`config.mk`:
```
export PLATFORM = sky130hd
export DESIGN_NAME = demux1x4_stream_flat
export DESIGN_NICKNAME = d
export VERILOG_FILES = /design/src/rtl/demux1x4_stream_if.sv /design/src/rtl/demux1x4_stream.sv /design/src/flat_wrapper.sv
export SDC_FILE = /design/constraint.sdc
export NUM_CORES = 1
export LEC_CHECK = 0
export ABC_AREA = 1
export CAP_MARGIN = 5
export CORE_MARGIN = 2
export CORE_UTILIZATION = 46
export DETAILED_ROUTE_END_ITERATION = 6
export GPL_TIMING_DRIVEN = 0
export HOLD_SLACK_MARGIN = 0.02
export PLACE_DENSITY = 0.88
export SKIP_LAST_GASP = 1
export SYNTH_ARGS = -nofsm -noshare
export SYNTH_HDL_FRONTEND = slang
export SYNTH_SLANG_ARGS = --single-unit
```
`constraint.sdc`:
```
create_clock -name clk_i -period 1.6 [get_ports clk_i]
set_clock_uncertainty 0.05 [all_clocks]
set_input_delay 0.32 -clock clk_i [delete_from_list [all_inputs] [get_ports clk_i]]
set_output_delay 0.32 -clock clk_i [all_outputs]
set_load 0.01 [all_outputs]
```
`src/rtl/demux1x4_stream_if.sv`:
```
// ---------------------------------------------------------------------------
// demux1x4_stream_if
// Bundles the input beat handshake, the four output channels and the
// per-channel delivered-beat counters of demux1x4_stream.
//   slave  : the demultiplexer itself (accepts beats, drives channels)
//   master : the environment (producer + four consumers + counter readers)
// Signals:
//   valid_i/ready_o/data_i/sel_i  input beat handshake, payload, destination
//   y0_o..y3_o, y_valid_o         registered payload and valid per channel
//   y_ready_i                     per-channel consumer ready
//   cnt_clr_i                     synchronous clear of all counters
//   cnt0_o..cnt3_o                saturating delivered-beat counters
// ---------------------------------------------------------------------------
interface demux1x4_stream_if #(
    parameter int WIDTH = 8,
    parameter int CNT_W = 16
);
    logic             valid_i;
    logic             ready_o;
    logic [WIDTH-1:0] data_i;
    logic [1:0]       sel_i;
    logic [WIDTH-1:0] y0_o;
    logic [WIDTH-1:0] y1_o;
    logic [WIDTH-1:0] y2_o;
    logic [WIDTH-1:0] y3_o;
    logic [3:0]       y_valid_o;
    logic [3:0]       y_ready_i;
    logic             cnt_clr_i;
    logic [CNT_W-1:0] cnt0_o;
    logic [CNT_W-1:0] cnt1_o;
    logic [CNT_W-1:0] cnt2_o;
    logic [CNT_W-1:0] cnt3_o;

    modport slave (
        input  valid_i, data_i, sel_i, y_ready_i, cnt_clr_i,
        output ready_o, y0_o, y1_o, y2_o, y3_o, y_valid_o,
               cnt0_o, cnt1_o, cnt2_o, cnt3_o
    );

    modport master (
        output valid_i, data_i, sel_i, y_ready_i, cnt_clr_i,
        input  ready_o, y0_o, y1_o, y2_o, y3_o, y_valid_o,
               cnt0_o, cnt1_o, cnt2_o, cnt3_o
    );
endinterface

```
`src/rtl/demux1x4_stream.sv`:
```
// ---------------------------------------------------------------------------
// demux1x4_stream
// 1-to-4 stream demultiplexer. One beat per cycle is accepted on the input
// handshake and routed by sel_i into one of four one-entry holding registers,
// each with its own valid/ready handshake and saturating delivered-beat
// counter. A stalled channel only blocks beats addressed to it.
// Ports:
//   clk_i    clock, all state updates on the rising edge
//   rst_n_i  synchronous active-low reset (also gates ready_o)
//   bus      demux1x4_stream_if.slave: input handshake, four output
//            channels, counter clear and counters
// ---------------------------------------------------------------------------
module demux1x4_stream #(
    parameter int WIDTH = 8,
    parameter int CNT_W = 16
) (
    input  logic                  clk_i,
    input  logic                  rst_n_i,
    demux1x4_stream_if.slave      bus
);

    localparam logic [CNT_W-1:0] CNT_MAX = '1;

    logic [3:0]       full_q;
    logic [3:0]       full_d;
    logic [WIDTH-1:0] data_q [4];
    logic [WIDTH-1:0] data_d [4];
    logic [CNT_W-1:0] cnt_q  [4];
    logic [CNT_W-1:0] cnt_d  [4];

    logic [3:0]       load;
    logic [3:0]       drain;
    logic             ready;
    logic             acc;

    function automatic logic [CNT_W-1:0] sat_inc(input logic [CNT_W-1:0] v);
        return (v == CNT_MAX) ? v : v + 1'b1;
    endfunction

    assign drain = full_q & bus.y_ready_i;

    // A channel can take a new beat if it is empty or is being drained in
    // this same cycle; only the addressed channel matters.
    assign ready = rst_n_i && (!full_q[bus.sel_i] || bus.y_ready_i[bus.sel_i]);
    assign acc   = bus.valid_i && ready;

    always_comb begin
        load   = '0;
        full_d = full_q;
        data_d = data_q;
        cnt_d  = cnt_q;
        for (int k = 0; k < 4; k++) begin
            load[k] = acc && (bus.sel_i == 2'(k));
            // Load wins over drain so a channel can sustain one beat/cycle.
            if (load[k]) begin
                full_d[k] = 1'b1;
                data_d[k] = bus.data_i;
            end else if (drain[k]) begin
                full_d[k] = 1'b0;
            end
            // Clear has priority over a same-cycle delivery count.
            if (bus.cnt_clr_i) begin
                cnt_d[k] = '0;
            end else if (drain[k]) begin
                cnt_d[k] = sat_inc(cnt_q[k]);
            end
        end
    end

    always_ff @(posedge clk_i) begin
        if (!rst_n_i) begin
            full_q <= '0;
            data_q <= '{default: '0};
            cnt_q  <= '{default: '0};
        end else begin
            full_q <= full_d;
            data_q <= data_d;
            cnt_q  <= cnt_d;
        end
    end

    assign bus.ready_o   = ready;
    assign bus.y_valid_o = full_q;
    assign bus.y0_o      = data_q[0];
    assign bus.y1_o      = data_q[1];
    assign bus.y2_o      = data_q[2];
    assign bus.y3_o      = data_q[3];
    assign bus.cnt0_o    = cnt_q[0];
    assign bus.cnt1_o    = cnt_q[1];
    assign bus.cnt2_o    = cnt_q[2];
    assign bus.cnt3_o    = cnt_q[3];

endmodule

```
`src/flat_wrapper.sv`:
```
// flat-port wrapper written by rule: the top's interface ports become plain ports
module demux1x4_stream_flat 
#(
    parameter int WIDTH = 8,
    parameter int CNT_W = 16
)
  (clk_i, rst_n_i, bus_valid_i, bus_data_i, bus_sel_i, bus_y_ready_i, bus_cnt_clr_i, bus_ready_o, bus_y0_o, bus_y1_o, bus_y2_o, bus_y3_o, bus_y_valid_o, bus_cnt0_o, bus_cnt1_o, bus_cnt2_o, bus_cnt3_o);
  demux1x4_stream_if #(.WIDTH(WIDTH), .CNT_W(CNT_W)) bus_i ();
  input  logic clk_i;
  input  logic rst_n_i;
  input wire logic [$bits(bus_i.valid_i)-1:0] bus_valid_i;
  input wire logic [$bits(bus_i.data_i)-1:0] bus_data_i;
  input wire logic [$bits(bus_i.sel_i)-1:0] bus_sel_i;
  input wire logic [$bits(bus_i.y_ready_i)-1:0] bus_y_ready_i;
  input wire logic [$bits(bus_i.cnt_clr_i)-1:0] bus_cnt_clr_i;
  output wire logic [$bits(bus_i.ready_o)-1:0] bus_ready_o;
  output wire logic [$bits(bus_i.y0_o)-1:0] bus_y0_o;
  output wire logic [$bits(bus_i.y1_o)-1:0] bus_y1_o;
  output wire logic [$bits(bus_i.y2_o)-1:0] bus_y2_o;
  output wire logic [$bits(bus_i.y3_o)-1:0] bus_y3_o;
  output wire logic [$bits(bus_i.y_valid_o)-1:0] bus_y_valid_o;
  output wire logic [$bits(bus_i.cnt0_o)-1:0] bus_cnt0_o;
  output wire logic [$bits(bus_i.cnt1_o)-1:0] bus_cnt1_o;
  output wire logic [$bits(bus_i.cnt2_o)-1:0] bus_cnt2_o;
  output wire logic [$bits(bus_i.cnt3_o)-1:0] bus_cnt3_o;
  assign bus_i.valid_i = bus_valid_i;
  assign bus_i.data_i = bus_data_i;
  assign bus_i.sel_i = bus_sel_i;
  assign bus_i.y_ready_i = bus_y_ready_i;
  assign bus_i.cnt_clr_i = bus_cnt_clr_i;
  assign bus_ready_o = bus_i.ready_o;
  assign bus_y0_o = bus_i.y0_o;
  assign bus_y1_o = bus_i.y1_o;
  assign bus_y2_o = bus_i.y2_o;
  assign bus_y3_o = bus_i.y3_o;
  assign bus_y_valid_o = bus_i.y_valid_o;
  assign bus_cnt0_o = bus_i.cnt0_o;
  assign bus_cnt1_o = bus_i.cnt1_o;
  assign bus_cnt2_o = bus_i.cnt2_o;
  assign bus_cnt3_o = bus_i.cnt3_o;
  demux1x4_stream #(.WIDTH(WIDTH), .CNT_W(CNT_W)) u_core (.clk_i(clk_i), .rst_n_i(rst_n_i), .bus(bus_i));
endmodule
```
==> results of run 1 <==
## routing by layer
layer | wire length [µm] | share of wire (%) | track usage, % | vias to the layer above
met2 | 7468 | 49 | 39.15 | 187
met4 | 409 | 2.7 | 10.86 | 0
met3 | 1093 | 7.1 | 6.913 | 29
li1 | - | - | - | 2806
met5 | 0 | 0 | 0 | -
met1 | 6356 | 41 | 27.62 | 2573
## critical path, delay by kind of cell, from the launching register on
kind,cells,cell delay [ns]
flops,1,0.35
simple gates,4,0.24
buf+inv,1,0.14
compound gates,1,0.13
## power by group through the flow
stage,logic [µW],clock network [µW],registers (µW)
after global routing,400,2320,2520
after floorplan,165,0,2610
after global placement,348,0,2600
after CTS,346,2220,2530
final,366,2190,2520
after detailed placement,354,0,2600
## sequential cells by signal (all words and copies together), names as in the netlist
signal and cells:
u_core.bus.cnt1_o 16, u_core.bus.cnt3_o 16, u_core.bus.y2_o 8, u_core.bus.y1_o 8, u_core.bus.y3_o 8, u_core.bus.y0_o 8, u_core.bus.cnt0_o 16, u_core.bus.cnt2_o 16
u_core.bus.y_valid_o 4
## kinds of logic (layout without fill, tap and decap cells)
logic type / after synthesis / after routing
buffers and inverters: 95 / 272
adder cells (fa/ha/maj): 4 / 4
XOR/XNOR: 45 / 45
other: 0 / 1
AND/OR/NAND/NOR: 473 / 473
flip-flops: 100 / 100
AO/OA/AOI/OAI: 74 / 74
## per-stage QoR
step           hold WS [ns]  setup slack (ns)
3_5_place_dp         0.4263           -0.7344
6_report             0.2362           0.01130
4_1_cts              0.2243           -0.1271
5_1_grt              0.2422          -0.05638
3_3_place_gp         0.4240           -0.7216
2_1_floorplan        0.4049           0.02359
## Yosys cell counts (5+ instances only)
cell	number
dfxtp_1	100
nand2_2	8
o21ai_0	11
xor2_1	33
nor2_1	124
xnor2_1	12
nor3b_1	8
nand2_1	275
a21oi_1	59
nand3_1	29
inv_1	68
buf_2	6
nor3_1	9
nand3_2	5
clkbuf_1	6
buf_6	10
## area by class of cell
| cell class | instances | area, µm² |
|---|---|---|
| clock inverter | 4 | 31.28 |
| fill | 980 | 3757 |
| inverter | 72 | 272.8 |
| buffer | 23 | 191.4 |
| sequential | 100 | 2091 |
| timing repair buffer | 161 | 1384 |
| tap | 143 | 178.9 |
| antenna | 1 | 2.502 |
| multi-input combinational | 596 | 3146 |
| clock buffer | 12 | 266.5 |
## how the worst max path moves through the flow
stage                     slack, ns                    start               endpoint  cells past startpoint
after floorplan                0.02     u_core.bus.cnt0_o[0]  u_core.bus.cnt0_o[11]                      9
after global placement        -0.72             bus_sel_i[1]            bus_ready_o                      7
after CTS                     -0.13         bus_y_ready_i[3]            bus_ready_o                      6
after detailed placement      -0.73             bus_sel_i[1]            bus_ready_o                      7
final                          0.01  u_core.bus.y_valid_o[0]            bus_ready_o                      6
after global routing          -0.06     u_core.bus.cnt0_o[0]   u_core.bus.cnt0_o[1]                      8
## timing repair
| item | 4_1_cts | 5_1_grt |
|---|---|---|
| buffers inserted | 21 | 21 |
| hold buffers | 0 | 0 |
| gates cloned | 3 | 1 |
| pin swaps | 13 | 20 |
| resized for setup | 191 | 52 |
| setup endpoints to repair | 197 | 88 |
## placed cells by master (no fill, tap or decap), types with 4 or more instances in the layout
| master | synthesis | final |
|---|---|---|
| a21oi_2 | 3 | 11 |
| clkdlybuf4s50_1 | 0 | 10 |
| nand3_4 | 0 | 4 |
| nand4_4 | 4 | 4 |
| a21oi_1 | 59 | 51 |
| clkbuf_16 | 0 | 9 |
| dfxtp_1 | 100 | 51 |
| inv_1 | 68 | 68 |
| dlygate4sd2_1 | 0 | 102 |
| nand2_4 | 1 | 6 |
| xnor2_1 | 12 | 12 |
| nand3_1 | 29 | 27 |
| o21ai_0 | 11 | 8 |
| nor3b_2 | 0 | 5 |
| buf_6 | 10 | 17 |
| nor3_1 | 9 | 6 |
| xor2_1 | 33 | 32 |
| nand4_1 | 4 | 4 |
| nor3_4 | 1 | 5 |
| nand2_2 | 8 | 26 |
| nor2_1 | 124 | 122 |
| buf_4 | 1 | 43 |
| nand2_1 | 275 | 252 |
| dfxtp_4 | 0 | 11 |
| dfxtp_2 | 0 | 38 |
| clkbuf_1 | 6 | 6 |
| ha_4 | 0 | 4 |
==> metrics.cfg, run 1 <==
[floorplan]
die_area_um2=12410
pin_count=119
rows=39
core_um2=11320
die_h_um=111.4
die_x_um=111.4
start_util_pct=46.86

[logic_synthesis]
synth_top_family_by_area=simple AND/OR/NAND/NOR gates
syn-num-nets=813
synth_area_um2=5305
netlist.area_leader.share_pct=37.74
avgSynthCellArea_um2=6.707
synthTopCellsByArea=dfxtp_1 (38%), nand2_1 (19%), nor2_1 (8.8%)
muxShareOfSynthArea_pct=0
synth.distinct_cells=28
synth-simple-area-share_pct=38.33
synth-xor-area-share_pct=7.429
synth_area_leader_cell=dfxtp_1
synth_warnings=0
synth-compound-area-share_pct=7.217
synthArstFlopShare_pct=0
ys_seq_area_share_pct=37.74
ys.flop_type=dfxtp_1
synthCells=791
ys_ff_latch=100
synth_edf_count=0
synthAdderAreaFrac_pct=0.9434

[pwr]
ir_drop_v=0.0006134
p_comb_share_pct=7.2
p_leak_uw=0.003502
clockPowerShare_pct=43.1
p_switching_uw=1235
p_sw_share_pct=24.35
p_int_uw=3837
total_power_uw=5072
power_density_nw_per_um2=670.6
seqPwrFrac_pct=49.7

[final_layout]
layout-drive-gt1-share_pct=21.49
fin_util_pct=66.81
stdcell_count=1112
syn2layout_area_growth_pct=42.57
finalInstanceArea_um2=7564
fin_nets=985

[routing]
drt_wl_total_um=15330
wl_per_cell_um=13.78
drc_errors=0
routed_via_density=5.031
drt_iter0_markers=402
dr.pass1.iters=7
postRouteAntennaNets=0
num_vias=5595

[worst_setup_path]
path_max_fanout=3
crit_chain=nand2_2 > nand2_1 > nand2_1 > nand2_2 > a21oi_2 > buf_4
critPathKind=reg -> out
worstReg2RegStart=u_core.bus.cnt3_o[0]
worstReg2RegEnd=u_core.bus.cnt3_o[1]
cp.required_ns=1.23
slowest_delay_ns=0.35
cp-start-kind=register
reg2reg_depth=9
worstPathArrival_ns=1.22
crit_slowest_cell=dfxtp_4
r2r_slack_ns=0.02
worst_setup_path_end_kind=primary output

[placement]
routabilityCongestion=0.9453
dp.cells=1050
portBuffers=116
placed_cell_area_um2=6671
place_hpwl_um=10150

[sta]
finalCriticalPeriod_ns=1.589
drv_slew=0
fin_crit_sh_pct=99.29
tns_ns=0
worstMarginPinSlew_ns=0.6735
rsz0062_at_grt=yes
fmax_ghz=0.6294
setup_viol=0
hold_viol_final=0
slew_headroom_pct=55.10

[clock_network]
cts_tree=built
cts_buffer_depth=2
clock-root-buffer=clkbuf_16
cts.sinks=100
cts_buffers=9
clk_pin_slew_worst_paths_ns=0.07
clkLatencyLatePin_ns=0.36
cts_max_level=3

[worst_hold_path]
hp-start=rst_n_i
hold_depth=3
hold_path.class=in -> reg
whs_endpoint=u_core.bus.y3_o[6]

[status]
outcome=complete, no violations

[grt]
grt_pass1_vias=5031
antenna_found_initial=1
grt_use_total_pct=23.35
grt_max_degree=17
grt_pass1_wl_um=23950
grt_overflow=0

[job]
maxCapViolCount=0

Note: power is estimated with default switching activity, not from simulation.
==> run 2, diff against run 1 <==
Settings changed: CTS_CLUSTER_SIZE set to 14.
==> results of run 2 <==
Final layout, timing and power as in run 1 (identical DEF).
==> run 3, diff against run 2 <==
Settings changed: CAP_MARGIN 5 to not set.
==> results of run 3 <==
Final layout, timing and power as in run 1 (identical DEF).
